[config.mk]
export PLATFORM = sky130hd
export DESIGN_NAME = uncache_store_buffer_flat
export DESIGN_NICKNAME = d
export VERILOG_FILES = /design/src/rtl/uncache_store_buffer_if.sv /design/src/rtl/uncache_store_buffer.sv /design/src/flat_wrapper.sv
export SDC_FILE = /design/constraint.sdc
export NUM_CORES = 1
export LEC_CHECK = 0
export BUFFER_PORTS_ARGS = -buffer_cell sky130_fd_sc_hd__buf_2
export CAP_MARGIN = 20
export CORE_MARGIN = 1.5
export CORE_UTILIZATION = 55
export CTS_BUF_LIST = sky130_fd_sc_hd__clkbuf_16
export DETAILED_ROUTE_END_ITERATION = 8
export HOLD_SLACK_MARGIN = 0.1
export PLACE_DENSITY_LB_ADDON = 0.25
export SYNTH_ARGS = -nofsm -noshare
export SYNTH_HDL_FRONTEND = slang
export SYNTH_SLANG_ARGS = --single-unit
[constraint.sdc]
create_clock -name clk -period 3.5 [get_ports clk]
set_clock_uncertainty 0.1 [all_clocks]
set_input_delay 0.35 -clock clk [delete_from_list [all_inputs] [get_ports clk]]
set_output_delay 0.35 -clock clk [all_outputs]
set_load 0.02 [all_outputs]
[src/rtl/uncache_store_buffer_if.sv]
// Signal bundle for uncache_store_buffer: cache request/response, AXI-adapter read/write, status.
// slave = the store buffer itself, master = the cache/adapter environment driving it.
interface uncache_store_buffer_if #(
  parameter int ADDR_W = 32,
  parameter int DATA_W = 32
);
  logic                  req_valid;
  logic                  req_op;
  logic [ADDR_W-1:0]     req_addr;
  logic [DATA_W-1:0]     req_wdata;
  logic [DATA_W/8-1:0]   req_wstrb;
  logic [1:0]            req_size;
  logic                  req_ready;
  logic                  resp_valid;
  logic [DATA_W-1:0]     resp_rdata;
  logic                  rd_req;
  logic [ADDR_W-1:0]     rd_addr;
  logic [1:0]            rd_size;
  logic                  rd_rdy;
  logic                  ret_valid;
  logic [DATA_W-1:0]     ret_data;
  logic                  wr_req;
  logic [ADDR_W-1:0]     wr_addr;
  logic [DATA_W-1:0]     wr_data;
  logic [DATA_W/8-1:0]   wr_wstrb;
  logic                  wr_rdy;
  logic                  wr_valid;
  logic                  buf_empty;
  logic                  buf_full;

  modport slave (
    input  req_valid, req_op, req_addr, req_wdata, req_wstrb, req_size,
    input  rd_rdy, ret_valid, ret_data, wr_rdy, wr_valid,
    output req_ready, resp_valid, resp_rdata,
    output rd_req, rd_addr, rd_size,
    output wr_req, wr_addr, wr_data, wr_wstrb,
    output buf_empty, buf_full
  );

  modport master (
    output req_valid, req_op, req_addr, req_wdata, req_wstrb, req_size,
    output rd_rdy, ret_valid, ret_data, wr_rdy, wr_valid,
    input  req_ready, resp_valid, resp_rdata,
    input  rd_req, rd_addr, rd_size,
    input  wr_req, wr_addr, wr_data, wr_wstrb,
    input  buf_empty, buf_full
  );
endinterface

[src/rtl/uncache_store_buffer.sv]
// Posted-write FIFO for uncached stores with strictly ordered uncached loads.
// Optional store merging into the tail-most entry when UNCACHE_SB_MERGE_EN is defined.
module uncache_store_buffer #(
  parameter int DEPTH  = 4,
  parameter int ADDR_W = 32,
  parameter int DATA_W = 32
) (
  input logic                   clk,
  input logic                   resetn,
  uncache_store_buffer_if.slave bus
);
  localparam int unsigned SW = DATA_W / 8;
  localparam int PW = $clog2(DEPTH);
  localparam int CW = PW + 1;
  localparam logic [CW-1:0] FULL_CNT = CW'(DEPTH);

  localparam logic [1:0] D_IDLE = 2'd0;
  localparam logic [1:0] D_REQ  = 2'd1;
  localparam logic [1:0] D_WAIT = 2'd2;

  localparam logic [1:0] L_IDLE = 2'd0;
  localparam logic [1:0] L_REQ  = 2'd1;
  localparam logic [1:0] L_WAIT = 2'd2;
  localparam logic [1:0] L_RESP = 2'd3;

  logic [ADDR_W-1:0] mem_addr [DEPTH];
  logic [DATA_W-1:0] mem_data [DEPTH];
  logic [SW-1:0]     mem_strb [DEPTH];

  logic [PW-1:0]     head;
  logic [PW-1:0]     tail;
  logic [CW-1:0]     count;
  logic [1:0]        drain_state;
  logic [1:0]        load_state;
  logic [ADDR_W-1:0] rd_addr_q;
  logic [1:0]        rd_size_q;
  logic [DATA_W-1:0] rdata_q;

  logic full;
  logic empty;
  logic load_idle;
  logic merge_hit;
  logic store_ok;
  logic load_ok;
  logic push;
  logic pop;
  logic load_acc;

  assign full      = (count == FULL_CNT);
  assign empty     = (count == '0) && (drain_state == D_IDLE);
  assign load_idle = (load_state == L_IDLE);

`ifdef UNCACHE_SB_MERGE_EN
  logic [PW-1:0] last;
  logic          merge;
  assign last = tail - PW'(1);
  // The head entry is frozen once its write has been presented to the adapter.
  assign merge_hit = (count != '0)
                  && (mem_addr[last][ADDR_W-1:2] == bus.req_addr[ADDR_W-1:2])
                  && !((last == head) && (drain_state != D_IDLE));
  assign merge = bus.req_valid && bus.req_op && store_ok && merge_hit;
`else
  assign merge_hit = 1'b0;
`endif

  assign store_ok      = load_idle && (!full || merge_hit);
  assign load_ok       = load_idle && empty;
  assign bus.req_ready = bus.req_op ? store_ok : load_ok;
  assign push          = bus.req_valid && bus.req_op && store_ok && !merge_hit;
  assign load_acc      = bus.req_valid && !bus.req_op && load_ok;
  assign pop           = (drain_state == D_WAIT) && bus.wr_valid;

  always_ff @(posedge clk) begin
    if (push) begin
      mem_addr[tail] <= bus.req_addr;
      mem_data[tail] <= bus.req_wdata;
      mem_strb[tail] <= bus.req_wstrb;
    end
`ifdef UNCACHE_SB_MERGE_EN
    else if (merge) begin
      for (int unsigned i = 0; i < SW; i++) begin
        if (bus.req_wstrb[i]) mem_data[last][i*8 +: 8] <= bus.req_wdata[i*8 +: 8];
      end
      mem_strb[last] <= mem_strb[last] | bus.req_wstrb;
    end
`endif
  end

  always_ff @(posedge clk or negedge resetn) begin
    if (!resetn) begin
      head  <= '0;
      tail  <= '0;
      count <= '0;
    end else begin
      if (push) tail <= tail + PW'(1);
      if (pop)  head <= head + PW'(1);
      case ({push, pop})
        2'b10:   count <= count + CW'(1);
        2'b01:   count <= count - CW'(1);
        default: count <= count;
      endcase
    end
  end

  always_ff @(posedge clk or negedge resetn) begin
    if (!resetn) begin
      drain_state <= D_IDLE;
    end else begin
      case (drain_state)
        D_IDLE:  if (count != '0) drain_state <= D_REQ;
        D_REQ:   if (bus.wr_rdy) drain_state <= D_WAIT;
        D_WAIT:  if (bus.wr_valid) drain_state <= D_IDLE;
        default: drain_state <= D_IDLE;
      endcase
    end
  end

  always_ff @(posedge clk or negedge resetn) begin
    if (!resetn) begin
      load_state <= L_IDLE;
      rd_addr_q  <= '0;
      rd_size_q  <= '0;
      rdata_q    <= '0;
    end else begin
      case (load_state)
        L_IDLE: if (load_acc) begin
          rd_addr_q  <= bus.req_addr;
          rd_size_q  <= bus.req_size;
          load_state <= L_REQ;
        end
        L_REQ:  if (bus.rd_rdy) load_state <= L_WAIT;
        L_WAIT: if (bus.ret_valid) begin
          rdata_q    <= bus.ret_data;
          load_state <= L_RESP;
        end
        L_RESP: load_state <= L_IDLE;
      endcase
    end
  end

  // Head entry cannot change while in D_REQ, so the write fields stay stable.
  assign bus.wr_req     = (drain_state == D_REQ);
  assign bus.wr_addr    = bus.wr_req ? mem_addr[head] : '0;
  assign bus.wr_data    = bus.wr_req ? mem_data[head] : '0;
  assign bus.wr_wstrb   = bus.wr_req ? mem_strb[head] : '0;
  assign bus.rd_req     = (load_state == L_REQ);
  assign bus.rd_addr    = rd_addr_q;
  assign bus.rd_size    = rd_size_q;
  assign bus.resp_valid = (load_state == L_RESP);
  assign bus.resp_rdata = rdata_q;
  assign bus.buf_empty  = empty;
  assign bus.buf_full   = full;
endmodule

[src/flat_wrapper.sv]
// flat-port wrapper written by rule: the top's interface ports become plain ports
module uncache_store_buffer_flat 
#(
  parameter int DEPTH  = 4,
  parameter int ADDR_W = 32,
  parameter int DATA_W = 32
)
  (clk, resetn, bus_req_valid, bus_req_op, bus_req_addr, bus_req_wdata, bus_req_wstrb, bus_req_size, bus_rd_rdy, bus_ret_valid, bus_ret_data, bus_wr_rdy, bus_wr_valid, bus_req_ready, bus_resp_valid, bus_resp_rdata, bus_rd_req, bus_rd_addr, bus_rd_size, bus_wr_req, bus_wr_addr, bus_wr_data, bus_wr_wstrb, bus_buf_empty, bus_buf_full);
  uncache_store_buffer_if #(.ADDR_W(ADDR_W), .DATA_W(DATA_W)) bus_i ();
  input logic clk;
  input logic resetn;
  input wire logic [$bits(bus_i.req_valid)-1:0] bus_req_valid;
  input wire logic [$bits(bus_i.req_op)-1:0] bus_req_op;
  input wire logic [$bits(bus_i.req_addr)-1:0] bus_req_addr;
  input wire logic [$bits(bus_i.req_wdata)-1:0] bus_req_wdata;
  input wire logic [$bits(bus_i.req_wstrb)-1:0] bus_req_wstrb;
  input wire logic [$bits(bus_i.req_size)-1:0] bus_req_size;
  input wire logic [$bits(bus_i.rd_rdy)-1:0] bus_rd_rdy;
  input wire logic [$bits(bus_i.ret_valid)-1:0] bus_ret_valid;
  input wire logic [$bits(bus_i.ret_data)-1:0] bus_ret_data;
  input wire logic [$bits(bus_i.wr_rdy)-1:0] bus_wr_rdy;
  input wire logic [$bits(bus_i.wr_valid)-1:0] bus_wr_valid;
  output wire logic [$bits(bus_i.req_ready)-1:0] bus_req_ready;
  output wire logic [$bits(bus_i.resp_valid)-1:0] bus_resp_valid;
  output wire logic [$bits(bus_i.resp_rdata)-1:0] bus_resp_rdata;
  output wire logic [$bits(bus_i.rd_req)-1:0] bus_rd_req;
  output wire logic [$bits(bus_i.rd_addr)-1:0] bus_rd_addr;
  output wire logic [$bits(bus_i.rd_size)-1:0] bus_rd_size;
  output wire logic [$bits(bus_i.wr_req)-1:0] bus_wr_req;
  output wire logic [$bits(bus_i.wr_addr)-1:0] bus_wr_addr;
  output wire logic [$bits(bus_i.wr_data)-1:0] bus_wr_data;
  output wire logic [$bits(bus_i.wr_wstrb)-1:0] bus_wr_wstrb;
  output wire logic [$bits(bus_i.buf_empty)-1:0] bus_buf_empty;
  output wire logic [$bits(bus_i.buf_full)-1:0] bus_buf_full;
  assign bus_i.req_valid = bus_req_valid;
  assign bus_i.req_op = bus_req_op;
  assign bus_i.req_addr = bus_req_addr;
  assign bus_i.req_wdata = bus_req_wdata;
  assign bus_i.req_wstrb = bus_req_wstrb;
  assign bus_i.req_size = bus_req_size;
  assign bus_i.rd_rdy = bus_rd_rdy;
  assign bus_i.ret_valid = bus_ret_valid;
  assign bus_i.ret_data = bus_ret_data;
  assign bus_i.wr_rdy = bus_wr_rdy;
  assign bus_i.wr_valid = bus_wr_valid;
  assign bus_req_ready = bus_i.req_ready;
  assign bus_resp_valid = bus_i.resp_valid;
  assign bus_resp_rdata = bus_i.resp_rdata;
  assign bus_rd_req = bus_i.rd_req;
  assign bus_rd_addr = bus_i.rd_addr;
  assign bus_rd_size = bus_i.rd_size;
  assign bus_wr_req = bus_i.wr_req;
  assign bus_wr_addr = bus_i.wr_addr;
  assign bus_wr_data = bus_i.wr_data;
  assign bus_wr_wstrb = bus_i.wr_wstrb;
  assign bus_buf_empty = bus_i.buf_empty;
  assign bus_buf_full = bus_i.buf_full;
  uncache_store_buffer #(.DEPTH(DEPTH), .ADDR_W(ADDR_W), .DATA_W(DATA_W)) u_core (.clk(clk), .resetn(resetn), .bus(bus_i));
endmodule
# [Word level (Yosys, flattened, before mapping)]
# Memory sizes are Yosys's and may differ from the RTL's.
# Cells that the tools add are included.
[totals] reg_bits=77 ram_bits=272 input_bits=110 output_inout_bits=140 wordCells=63 memories=3
[memory_table] memory="u_core.mem_addr" words=4 width=32 read_ports=1 rd_clocked_by_memory_dff=0 wr=1 line="uncache_store_buffer.sv:26" rtl="logic [ADDR_W-1:0] mem_addr [DEPTH];"
[memory_table] memory="u_core.mem_data" words=4 width=32 read_ports=1 rd_clocked_by_memory_dff=0 wr=1 line="uncache_store_buffer.sv:27" rtl="logic [DATA_W-1:0] mem_data [DEPTH];"
[memory_table] memory="u_core.mem_strb" words=4 width=4 read_ports=1 rd_clocked_by_memory_dff=0 wr=1 line="uncache_store_buffer.sv:28" rtl="logic [SW-1:0] mem_strb [DEPTH];"
[classes] addsub=4 eq_ne=14 muxes=15 reduce_logical=19
[op_table] operator="32-bit two-way mux" n=2
[op_table] operator="2-bit two-way mux" n=6
[op_table] operator="2-bit inequality test (second input constant)" n=6
[op_table] operator="2-bit equality test (second input constant)" n=4
[op_table] operator="1-bit logical AND" n=8
[op_table] operator="2-bit case mux with 4 select lines" n=1
[op_table] operator="2-bit by 1-bit equality test with 1-bit output (second input constant)" n=3
[op_table] operator="2-bit case mux with 3 select lines" n=1
[op_table] operator="3-bit case mux with 2 select lines" n=1
[op_table] operator="3-bit AND reduction" n=2
[op_table] operator="2-bit by 1-bit adder with 2-bit output (second input constant)" n=2
[op_table] operator="2-bit zero test" n=2
[op_table] operator="4-bit two-way mux" n=1
[op_table] operator="2-bit AND reduction" n=2
[op_table] operator="3-bit by 1-bit adder with 3-bit output (second input constant)" n=1
[op_table] operator="3-bit equality test (second input constant)" n=1
[op_table] operator="3-bit zero test" n=1
[op_table] operator="1-bit two-way mux" n=3
[op_table] operator="3-bit nonzero test" n=1
[op_table] operator="3-bit by 1-bit subtractor with 3-bit output (second input constant)" n=1
[op_table] operator="1-bit zero test" n=2
[op_table] operator="2-bit nonzero test" n=1

# [Depth between registers and ports, before layout]
[depth] word_depth=6 ltp_mapped=11 ltp_nobuf=10

# [Worst setup path before layout]
# Ideal clock, no wire load.
[synth_timing] path_kind="reg2reg" from="register u_core.count[2]" to="memory u_core.mem_addr[0][0] (enable)" setup_ps=433 arrival_time_ps=2685 required_time_ps=2967 slack_ps=281 stages_incl_launch_ff=6 path_buffers=2 synth_period_minus_slack_ps=3219 path_cell_list="dfrtp_1 > clkbuf_1 > nand3_1 > and4_1 > clkbuf_1 > and2_1"
[synth_between] elab_chain_cells=6
[synth_rtl] element="from (decl)" line="uncache_store_buffer.sv:32" rtl="logic [CW-1:0] count;"
[synth_rtl] element="from (signal assigned)" line="uncache_store_buffer.sv:98" rtl="2'b10: count <= count + CW'(1);"
[synth_rtl] element="from (signal assigned)" line="uncache_store_buffer.sv:99" rtl="2'b01: count <= count - CW'(1);"
[synth_rtl] element="from (signal assigned)" line="uncache_store_buffer.sv:100" rtl="default: count <= count;"
[synth_rtl] element="3-bit equality test" line="uncache_store_buffer.sv:49" rtl="assign full = (count == FULL_CNT);"
[synth_rtl] element="1-bit zero test" line="uncache_store_buffer.sv:66" rtl="assign store_ok = load_idle && (!full || merge_hit);"
[synth_rtl] element="1-bit logical AND" line="uncache_store_buffer.sv:66"
[synth_rtl] element="1-bit logical AND" line="uncache_store_buffer.sv:69" rtl="assign push = bus.req_valid && bus.req_op && store_ok && !merge_hit;"
[synth_rtl] element="1-bit two-way mux" line="uncache_store_buffer.sv:74" rtl="if (push) begin"
[synth_rtl] element="1-bit two-way mux (not written as such)" line="uncache_store_buffer.sv:75" rtl="mem_addr[tail] <= bus.req_addr;"
[synth_rtl] element="to (decl)" line="uncache_store_buffer.sv:26"
# Every way passes these cells.

# [Final worst setup path]
[layout_timing] from="register u_core.head[0]" to="output port bus_wr_addr[6]"
[layout_between] elab_chain_cells=2
[layout_rtl] element="from (decl)" line="uncache_store_buffer.sv:30" rtl="logic [PW-1:0] head;"
[layout_rtl] element="from (signal assigned)" line="uncache_store_buffer.sv:96" rtl="if (pop) head <= head + PW'(1);"
[layout_rtl] element="memory 4 x 32 bit"
[layout_rtl] element="32-bit two-way mux" line="uncache_store_buffer.sv:143" rtl="assign bus.wr_addr = bus.wr_req ? mem_addr[head] : '0;"
[layout_rtl] element="to (decl)" line="flat_wrapper.sv:30" rtl="output wire logic [$bits(bus_i.wr_addr)-1:0] bus_wr_addr;"
# Every way passes these cells.

==> metrics.txt <==
outcome completed; Tcrit/Tclk final 87.7%; Worst Reg2Reg Path Length in Cells 5; CP Data Required Time about 3100 ps; buffers plus inverters on the worst setup path 2; syn nets approximately 760; wire length per cell around 21 microns; Via Count 7324; syn_area_per_cell about 21 sq um; CTS Buf Count 36; ANT nets after route 0; Routability Congestion ~0.74; Initial Util ~57%; post-place instance area ~15000 sq um; Total Routing Usage GR 23.3%; DP HPWL 16700 microns; max_cap viols 0; core area 23700 sq um; top-area cell type share of the netlist area between 60 and 70%; worst path cell trace buf_4, mux4_2, and2_1, buf_2; Die Area around 25000 sq um; Crit path max-delay family flip-flops; reg2reg setup slack approximately 960 ps; unrepaired setup endpoints after global routing false; nets around 1100; post-synthesis cell type count 30; Design Area, Final between 15000 and 20000 sq um; Critical R2R Capture u_core.mem_addr[0][3]$_DFFE_PP_; clk slew on worst S/H paths roughly 60 ps; Slew Limit Fails 0; first-pass GRT wire length between 40000 and 50000 microns; post-synthesis async set-or-reset flop share 22.1%; slowest cell delay on critical path 890 ps; CP Launch Type flop; Via density between 5 and 6; routed wire length 29100 microns; largest area contributor in the netlist edfxtp_1; fin crit period between 3000 and 4000 ps; Slew headroom slightly above 50%; setup tns final 0 ps; DRC Markers 0; Bufs on Longest Clock Path 3; IO Count 250; FF+latch count, synth roughly 350; Setup Viol. Count Final 0; Sequential cell area around 10000 sq um; largest net degree at the start of global routing between 70 and 80; VDD IR max about 0.69 mV; CTS root buf clkbuf_16; Fmax 0.326 GHz; drt first-iter violations roughly 500; CP arrival around 2600 ps; leakage 6.80 nW; Worst Setup Path Type reg2out; R2R Path Start u_core.load_state[0]$_DFFE_PN0P_; # hold bufs at CTS 105; Post-synth EDFFs approximately 270; initial antenna violation count 0; post-CTS setup buffer count 0; Max FO, Critical Path 34; CTS tree done; Setup crit end kind output pin; DRT Pass-1 Iters 7; ant diodes 0; Multi-input gate area 3130 sq um; vias in the first global route between 8000 and 9000; min-delay worst type in2async; H-Tree Depth 2; Clock Sinks approximately 350; most common cell after layout, fill and taps aside edfxtp_1; final hold vios 0; total power per unit cell area around 780 nW/um^2; die height about 160 microns; Die X about 160 microns; Clk Latency, worst-skew pair slightly above 500 ps; top_reg_cell synth edfxtp_1; total grt overflow 0; critical path depth in cells 4; worst slew pin tran slightly above 700 ps; Layout fillers 1408; ranking of synthesized cells by area edfxtp_1 (61%), dfrtp_1 (14%), mux4_2 (11%), mux2_2 (5.2%), and2_1 (3.4%); most frequent cells in the layout edfxtp_1 (272), buf_2 (248), dlygate4sd3_1 (105), dfrtp_1 (75); Area Growth Syn to Fin 29.0%; Slowest-stage cell, CP dfrtp_4; CTS resizes 0; Post-Syn Instances 642; PortBufs around 250; Mapped Area about 13000 sq um; # rows 56; Yosys Warn Count 0; layout cell share with drive strength beyond 1 43.5%; Seq/Total Area, Yosys approximately three quarters
worst reg2reg max path, delay by kind of cell (launching register included):
kind          cells  cell delay, ps
fa+ha+maj         1             210
flops             1             410
simple gates      2            1020
buf+inv           2             460
state kept, by name, indices dropped and copies added, names as in the netlist:
signal	flops
u_core.bus.rd_addr	32
u_core.mem_strb	16
u_core.count	3
u_core.load_state	2
u_core.bus.rd_size	2
u_core.mem_addr	128
u_core.mem_data	128
u_core.bus.resp_rdata	32
u_core.drain_state	2
u_core.tail	2
u_core.head	2
worst max-delay path by stage:
stage | start | to
final | u_core.head[0]$_DFFE_PN0P_ | bus_wr_addr[6]
after global routing | u_core.head[0]$_DFFE_PN0P_ | bus_wr_addr[6]
after CTS | u_core.head[0]$_DFFE_PN0P_ | bus_wr_addr[6]
after detailed placement | u_core.head[0]$_DFFE_PN0P_ | bus_wr_addr[6]
after global placement | u_core.head[0]$_DFFE_PN0P_ | bus_wr_addr[17]
after floorplan | u_core.count[2]$_DFFE_PN0P_ | u_core.mem_addr[0][0]$_DFFE_PP_
stage by stage:
stage	instances	hold slack (ps)	worst slack (ps)	total power [mW]	utilization, %
floorplan	642	-45.6	281	8.44	-
global placement	1192	365	899	9.80	63.7
detailed placement	1192	374	870	9.93	63.7
CTS	1361	172	325	13.6	72.8
global route	1362	190	253	14.1	73.0
finish	1362	181	430	13.5	73.0
synthesized netlist by cell type, types with 4 or more instances:
cell type,number
nand2_1,5
dfrtp_1,77
nor2_1,5
buf_2,8
mux2_2,62
ha_1,10
mux4_2,68
edfxtp_1,272
and2_1,72
mux2_1,6
clkbuf_1,16
inv_1,12
buf_1,4
report_power, final:
part           switching [mW]  internal [mW]
combinational            2.41           2.02
sequential              0.508           5.05
clock                    1.50           2.07
total                    4.42           9.13
area by class of cell:
type / count / share of cell area [%]
clock buffer: 37 / 5.36
timing repair buffer: 368 / 14.5
tap: 319 / 2.31
multi-input combinational: 250 / 18.1
inverter: 12 / 0.261
clock inverter: 27 / 1.05
sequential: 349 / 58.5
cells by family (layout without fill, tap and decap cells):
logic type	after synthesis	after routing	synth area share (%)
mux	137	137	17.2
buf+inv	43	444	1.45
flops	349	349	75.3
compound gates	5	5	0.233
simple gates	91	91	4.28
xor+xnor	6	6	0.392
fa+ha+maj	11	11	1.08
layer usage:
layer,part of all wire [%],global-route usage [%],wire length (microns)
met1,39,29.4,11500
met2,52,41.0,15000
met3,6.9,5.24,2000
met4,2.0,6.39,578
met5,0,0,0
Power figures use the tool's default switching activity.
